--- src/rtl/acc_pkg.sv ---
// Shared types and the saturating-add helper for the product frame accumulators.
package acc_pkg;

  typedef enum logic {ACCUM, HOLD} acc_state_t;

  localparam int SAT_MAX_W = 32;

  // Returns {ovf, sum}. The sum is clamped to 2^w-1 whenever the true sum needs more than w bits.
  function automatic logic [SAT_MAX_W:0] sat_add(input logic [SAT_MAX_W-1:0] a,
                                                 input logic [SAT_MAX_W-1:0] b,
                                                 input int unsigned w);
    logic [SAT_MAX_W:0]   full;
    logic [SAT_MAX_W-1:0] lim;
    full = {1'b0, a} + {1'b0, b};
    lim  = SAT_MAX_W'((33'(1) << w) - 33'(1));
    if ((full >> w) != '0) return {1'b1, lim};
    else                   return {1'b0, full[SAT_MAX_W-1:0]};
  endfunction

endpackage

--- src/rtl/sat_adder_u.sv ---
// W-bit unsigned saturating adder, purely combinational.
module sat_adder_u
  import acc_pkg::*;
#(
  parameter int W = 16
) (
  input  logic [W-1:0] a,
  input  logic [W-1:0] b,
  output logic [W-1:0] sum,
  output logic         ovf
);

  logic [SAT_MAX_W:0] res;

  assign res = sat_add(SAT_MAX_W'(a), SAT_MAX_W'(b), W);
  assign sum = res[W-1:0];
  // Bits above W are always zero; folding them in keeps every result bit consumed.
  assign ovf = res[SAT_MAX_W] | (|(res[SAT_MAX_W-1:0] >> W));

endmodule

--- src/rtl/prod_frame_acc.sv ---
// Per-frame saturating sum of unsigned multiplier products, one registered result per frame.
module prod_frame_acc
  import acc_pkg::*;
#(
  parameter  int PROD_W  = 8,
  parameter  int ACC_W   = 16,
  parameter  int MAX_LEN = 64,
  localparam int CNT_W   = $clog2(MAX_LEN + 1)
) (
  input  logic              clk,
  input  logic              rst_n,
  input  logic              in_valid,
  output logic              in_ready,
  input  logic [PROD_W-1:0] in_prod,
  input  logic              in_last,
  output logic              out_valid,
  input  logic              out_ready,
  output logic [ACC_W-1:0]  out_sum,
  output logic [CNT_W-1:0]  out_cnt,
  output logic              out_ovf,
  output logic              out_trunc
);

  acc_state_t       state;
  logic [ACC_W-1:0] acc;
  logic [ACC_W-1:0] add_sum;
  logic [CNT_W-1:0] cnt;
  logic [CNT_W-1:0] cnt_next;
  logic             ovf;
  logic             add_ovf;
  logic             ovf_next;
  logic             accept;
  logic             close;

  // Handshake flags come straight from the state flop, so neither depends on an input.
  assign in_ready  = (state == ACCUM);
  assign out_valid = (state == HOLD);

  // Once saturated, acc is all-ones and any further add clamps again, so saturation is sticky.
  sat_adder_u #(.W(ACC_W)) u_add (
    .a   (acc),
    .b   (ACC_W'(in_prod)),
    .sum (add_sum),
    .ovf (add_ovf)
  );

  assign accept   = in_valid & in_ready;
  assign cnt_next = cnt + CNT_W'(1);
  assign ovf_next = ovf | add_ovf;
  assign close    = accept & (in_last | (cnt_next == CNT_W'(MAX_LEN)));

  // Accumulate stage -> result register stage
  always_ff @(posedge clk or negedge rst_n) begin
    if (!rst_n) begin
      state     <= ACCUM;
      acc       <= '0;
      cnt       <= '0;
      ovf       <= 1'b0;
      out_sum   <= '0;
      out_cnt   <= '0;
      out_ovf   <= 1'b0;
      out_trunc <= 1'b0;
    end else begin
      case (state)
        ACCUM: begin
          if (close) begin
            out_sum   <= add_sum;
            out_cnt   <= cnt_next;
            out_ovf   <= ovf_next;
            out_trunc <= ~in_last;
            acc       <= '0;
            cnt       <= '0;
            ovf       <= 1'b0;
            state     <= HOLD;
          end else if (accept) begin
            acc <= add_sum;
            cnt <= cnt_next;
            ovf <= ovf_next;
          end
        end
        HOLD: begin
          if (out_ready) state <= ACCUM;
        end
        default: state <= ACCUM;
      endcase
    end
  end

endmodule

--- config.mk ---
export PLATFORM = sky130hd
export DESIGN_NAME = prod_frame_acc
export DESIGN_NICKNAME = d
export VERILOG_FILES = /design/src/rtl/acc_pkg.sv /design/src/rtl/sat_adder_u.sv /design/src/rtl/prod_frame_acc.sv
export SDC_FILE = /design/constraint.sdc
export NUM_CORES = 1
export LEC_CHECK = 0
export BUFFER_PORTS_ARGS = -buffer_cell sky130_fd_sc_hd__buf_2
export CORE_ASPECT_RATIO = 1.5
export CORE_UTILIZATION = 45
export DETAILED_ROUTE_END_ITERATION = 16
export PLACE_DENSITY = 0.69
export SLEW_MARGIN = 20
export SYNTH_ARGS = -nofsm -noshare
export SYNTH_HDL_FRONTEND = slang
export SYNTH_HIERARCHICAL = 1
export SYNTH_SLANG_ARGS = --single-unit
--- constraint.sdc ---
create_clock -name clk -period 2.3 [get_ports clk]
set_input_delay 0.23 -clock clk [delete_from_list [all_inputs] [get_ports clk]]
set_output_delay 0.23 -clock clk [all_outputs]
set_load 0.03 [all_outputs]
==> metrics.md <==
| Metric | Value |
|---|---|
| Slowest-stage cell, CP | `dfrtp_1` |
| Grt ovf | `0` |
| Die width | `around 69 um` |
| Nets | `between 400 and 500` |
| 1st-iter DRT viols | `114` |
| Multi-input gate area | `about 0.0019 mm^2` |
| Final setup viols | `22` |
| Worst endpoint required time | `2510 ps` |
| Max VDD drop | `600 uV` |
| Synth cell types | `53` |
| Hpwl dp | `4970 um` |
| Share of layout cells above drive strength 1 | `38.1%` |
| CP Max Fanout | `6` |
| Max clock buf depth | `2` |
| Register area share after synthesis | `about two fifths` |
| Pins Over Slew Limit | `0` |
| Via density | `5.43` |
| Area delta synth->final | `27.3%` |
| Routed WL per cell | `15.6 um` |
| Post-synth top area share | `41.3%` |
| Diode count | `0` |
| Cell Pwr Density | `about 1400 mW/mm^2` |
| Critical Path Sink Type | `flip-flop` |
| Main area contributors after synthesis | `dfrtp_1 41%, nand2_1 7.7%, mux2_4 7.4%` |
| Routed Antenna Nets | `0` |
| Antenna violations before repair | `0` |
| CTS tree | `done` |
| Critical path arrival | `2650 ps` |
| Type of origin of the critical path | `flip-flop` |
| Sequential standard cell area | `0.00125 mm^2` |
| Hold Startpoint | `out_ready` |
| I/O Buffers | `39` |
| Synthesized cell area | `0.00303 mm^2` |
| Synth Flop Type | `dfrtp_1` |
| Gr busiest metal | `met2` |
| Commonest cells after routing, fill and taps aside | `52 x nand2_1, 50 x dfrtp_1, 39 x buf_2` |
| Post-synth EDFFs | `0` |
| CP Cell Sequence | `ha_2 > fa_2 > a211oi_2 > o21ai_2 > a31oi_4 > o21ai_4 > a31oi_4 > buf_12 > o21ai_2 > mux2_4` |
| Worst R2R End | `out_sum[4]` |
| Average size of a mapped cell | `roughly 10 um^2` |
| Vias | `about 2500` |
| CP delay by family, top | `compound AO/OA/AOI/OAI gates` |
| Worst min path class | `input port to flip-flop` |
| Root Driver | `clkbuf_8` |
| CTS H-tree lvls | `2` |
| DRC Markers | `0` |
| WP depth | `10` |
| Worst R2R Setup Slack | `-150 ps` |
| Initial Utilization | `46.7%` |
| Slowest stage delay, CP | `390 ps` |
| Die ar. | `slightly above 0.007 mm^2` |
| Achievable clock frequency | `between 0.4 and 0.5 GHz` |
| Setup ws final | `-146 ps` |
| Utilization after layout | `about three fifths` |
| Critical Path Start | `acc[0]` |
| Pleak | `1.83 nW` |
| Filler cells | `572` |
| Total CTS buffers | `5` |
| Crit path to | `out_sum[4]` |
| Final WL | `between 7000 and 8000 um` |
| Clock Latency Late Sink | `320 ps` |
| Total core area | `about 0.0065 mm^2` |
| Worst Tran Pin Value | `505 ps` |
| Final Wtd Congestion | `0.864` |
| Asr flop ratio synth | `100%` |
| RSZ-0062 raised after global routing | `yes` |
| Status | `complete, but fails checks` |
| Dpl ws | `-211 ps` |
| Failing checks | `negative setup slack` |
| Boundary Pins | `40` |
| Ys Warns | `6` |
| CP Class | `flip-flop to flip-flop` |
| Cells on worst reg2reg path | `10` |
| Max-slew headroom | `between 60 and 70%` |
| First-pass DRT Iterations | `4` |
| All-Layer GR Usage | `22.1%` |
| DIE HEIGHT | `102 um` |
| Reg clk slew, reported paths | `roughly 90 ps` |
| Rows | `36` |
| Reg-to-Reg Start | `acc[0]` |
| Synth Instances | `303` |
| Synthesized flop and latch total | `50` |
| Number of global-route vias before repair | `2473` |
| Max cap viols | `0` |
| Area leader, netlist | `dfrtp_1` |
| # clock sinks | `50` |
| Final period util | `106%` |
| Grt met2 use | `38.3%` |
| Met3 usage | `between 3 and 4%` |
| Commonest non-fill, non-tap cell in the layout | `nand2_1` |
| Final min period | `2450 ps` |
| Post-Layout Cell Count | `454` |
| Buffers & Inverters on Critical Path | `1` |
| Global routing usage on met1 | `26.4%` |
| Pin count of the biggest net entering global routing | `20` |
| Global-route wire length before repair | `roughly 11000 um` |
| Layout Skew | `6.50 ps` |
| Placed Cells | `about 440` |
| Final hold vios | `0` |
stage by stage:
step                total power [mW]  setup TNS [ps]  hold WS, ps  cell area, um^2
finish                          5.39           -2150         66.2             3850
global route                    5.76           -5550         71.3             3850
CTS                             5.18           -2390         55.8             3730
detailed placement              4.19           -3590          153             3460
global placement                4.14           -2260          154             3460
floorplan                       3.49            -283        -65.6             3060
worst min-delay path by stage:
stage                  to  slack [ps]  cells after the start
2_1_floorplan      acc[0]         -70                      0
3_3_place_gp   out_sum[7]         150                      1
3_5_place_dp   out_sum[7]         150                      1
4_1_cts         out_valid          60                      2
5_1_grt         out_valid          70                      2
6_report        out_valid          70                      2
state kept, by name, indices dropped and copies added (netlist names):
signal,count
acc,16
out_sum,16
cnt,7
out_cnt,7
out_ovf,1
out_trunc,1
out_valid,1
ovf,1
Yosys cell counts (2+ instances only):
library cell  number
a211oi_1           4
a211oi_2           2
a21o_1             5
a21oi_1            8
a31oi_1            2
a31oi_4            2
and2_1             2
and3_2             2
buf_6              4
clkbuf_1           6
dfrtp_1           50
ha_1              17
inv_1              9
mux2_2             6
mux2_4            15
mux2i_1            3
nand2_1           62
nand2_2            2
nand2b_1           3
nand3_1            5
nor2_1            13
nor3_1             3
o21a_1             5
o21ai_0           31
o21bai_1           2
or3_1              2
or4_1              2
xnor2_1            6
xor2_1             6
power by group:
| part | internal (mW) | switching, mW | leakage, nW |
|---|---|---|---|
| Clock | 0.325 | 0.307 | 0.0514 |
| Combinational | 1.45 | 1.81 | 1.16 |
| Sequential | 1.24 | 0.253 | 0.612 |
final cells by class:
class | instances | area share [%]
Tap cell | 76 | 2.47
Clock inverter | 2 | 0.974
Timing Repair Buffer | 71 | 12.2
Multi-Input combinational cell | 240 | 49.1
Clock buffer | 6 | 1.88
Inverter | 9 | 0.877
Sequential cell | 50 | 32.5
kinds of logic after synthesis:
group | count (synthesis) | synth area share (%)
muxes | 24 | 10.7
adders and majority gates | 18 | 7.69
other | 1 | 0.124
xor gates and xnor gates | 13 | 4.01
AOI/OAI and AO/OA | 76 | 17.9
buffers and inverters | 20 | 3.51
and+or+nand+nor | 101 | 14.8
DFF | 50 | 41.3
metal layers:
layer | part of all wire (%) | wire [um] | up-vias
met5 | 0 | 0 | -
met4 | 3.0 | 210 | 0
met3 | 3.0 | 210 | 17
met2 | 54 | 3790 | 42
met1 | 40 | 2860 | 1203
li1 | - | - | 1201
repair_timing:
item	4_1_cts	5_1_grt
endpoints found under the hold margin	13	0
buffers inserted	3	8
resized for setup	28	28
gates cloned	0	0
pin swaps	7	9
hold buffers	1	0
endpoints found under the setup margin	30	38
(Power assumes the default switching activity.)
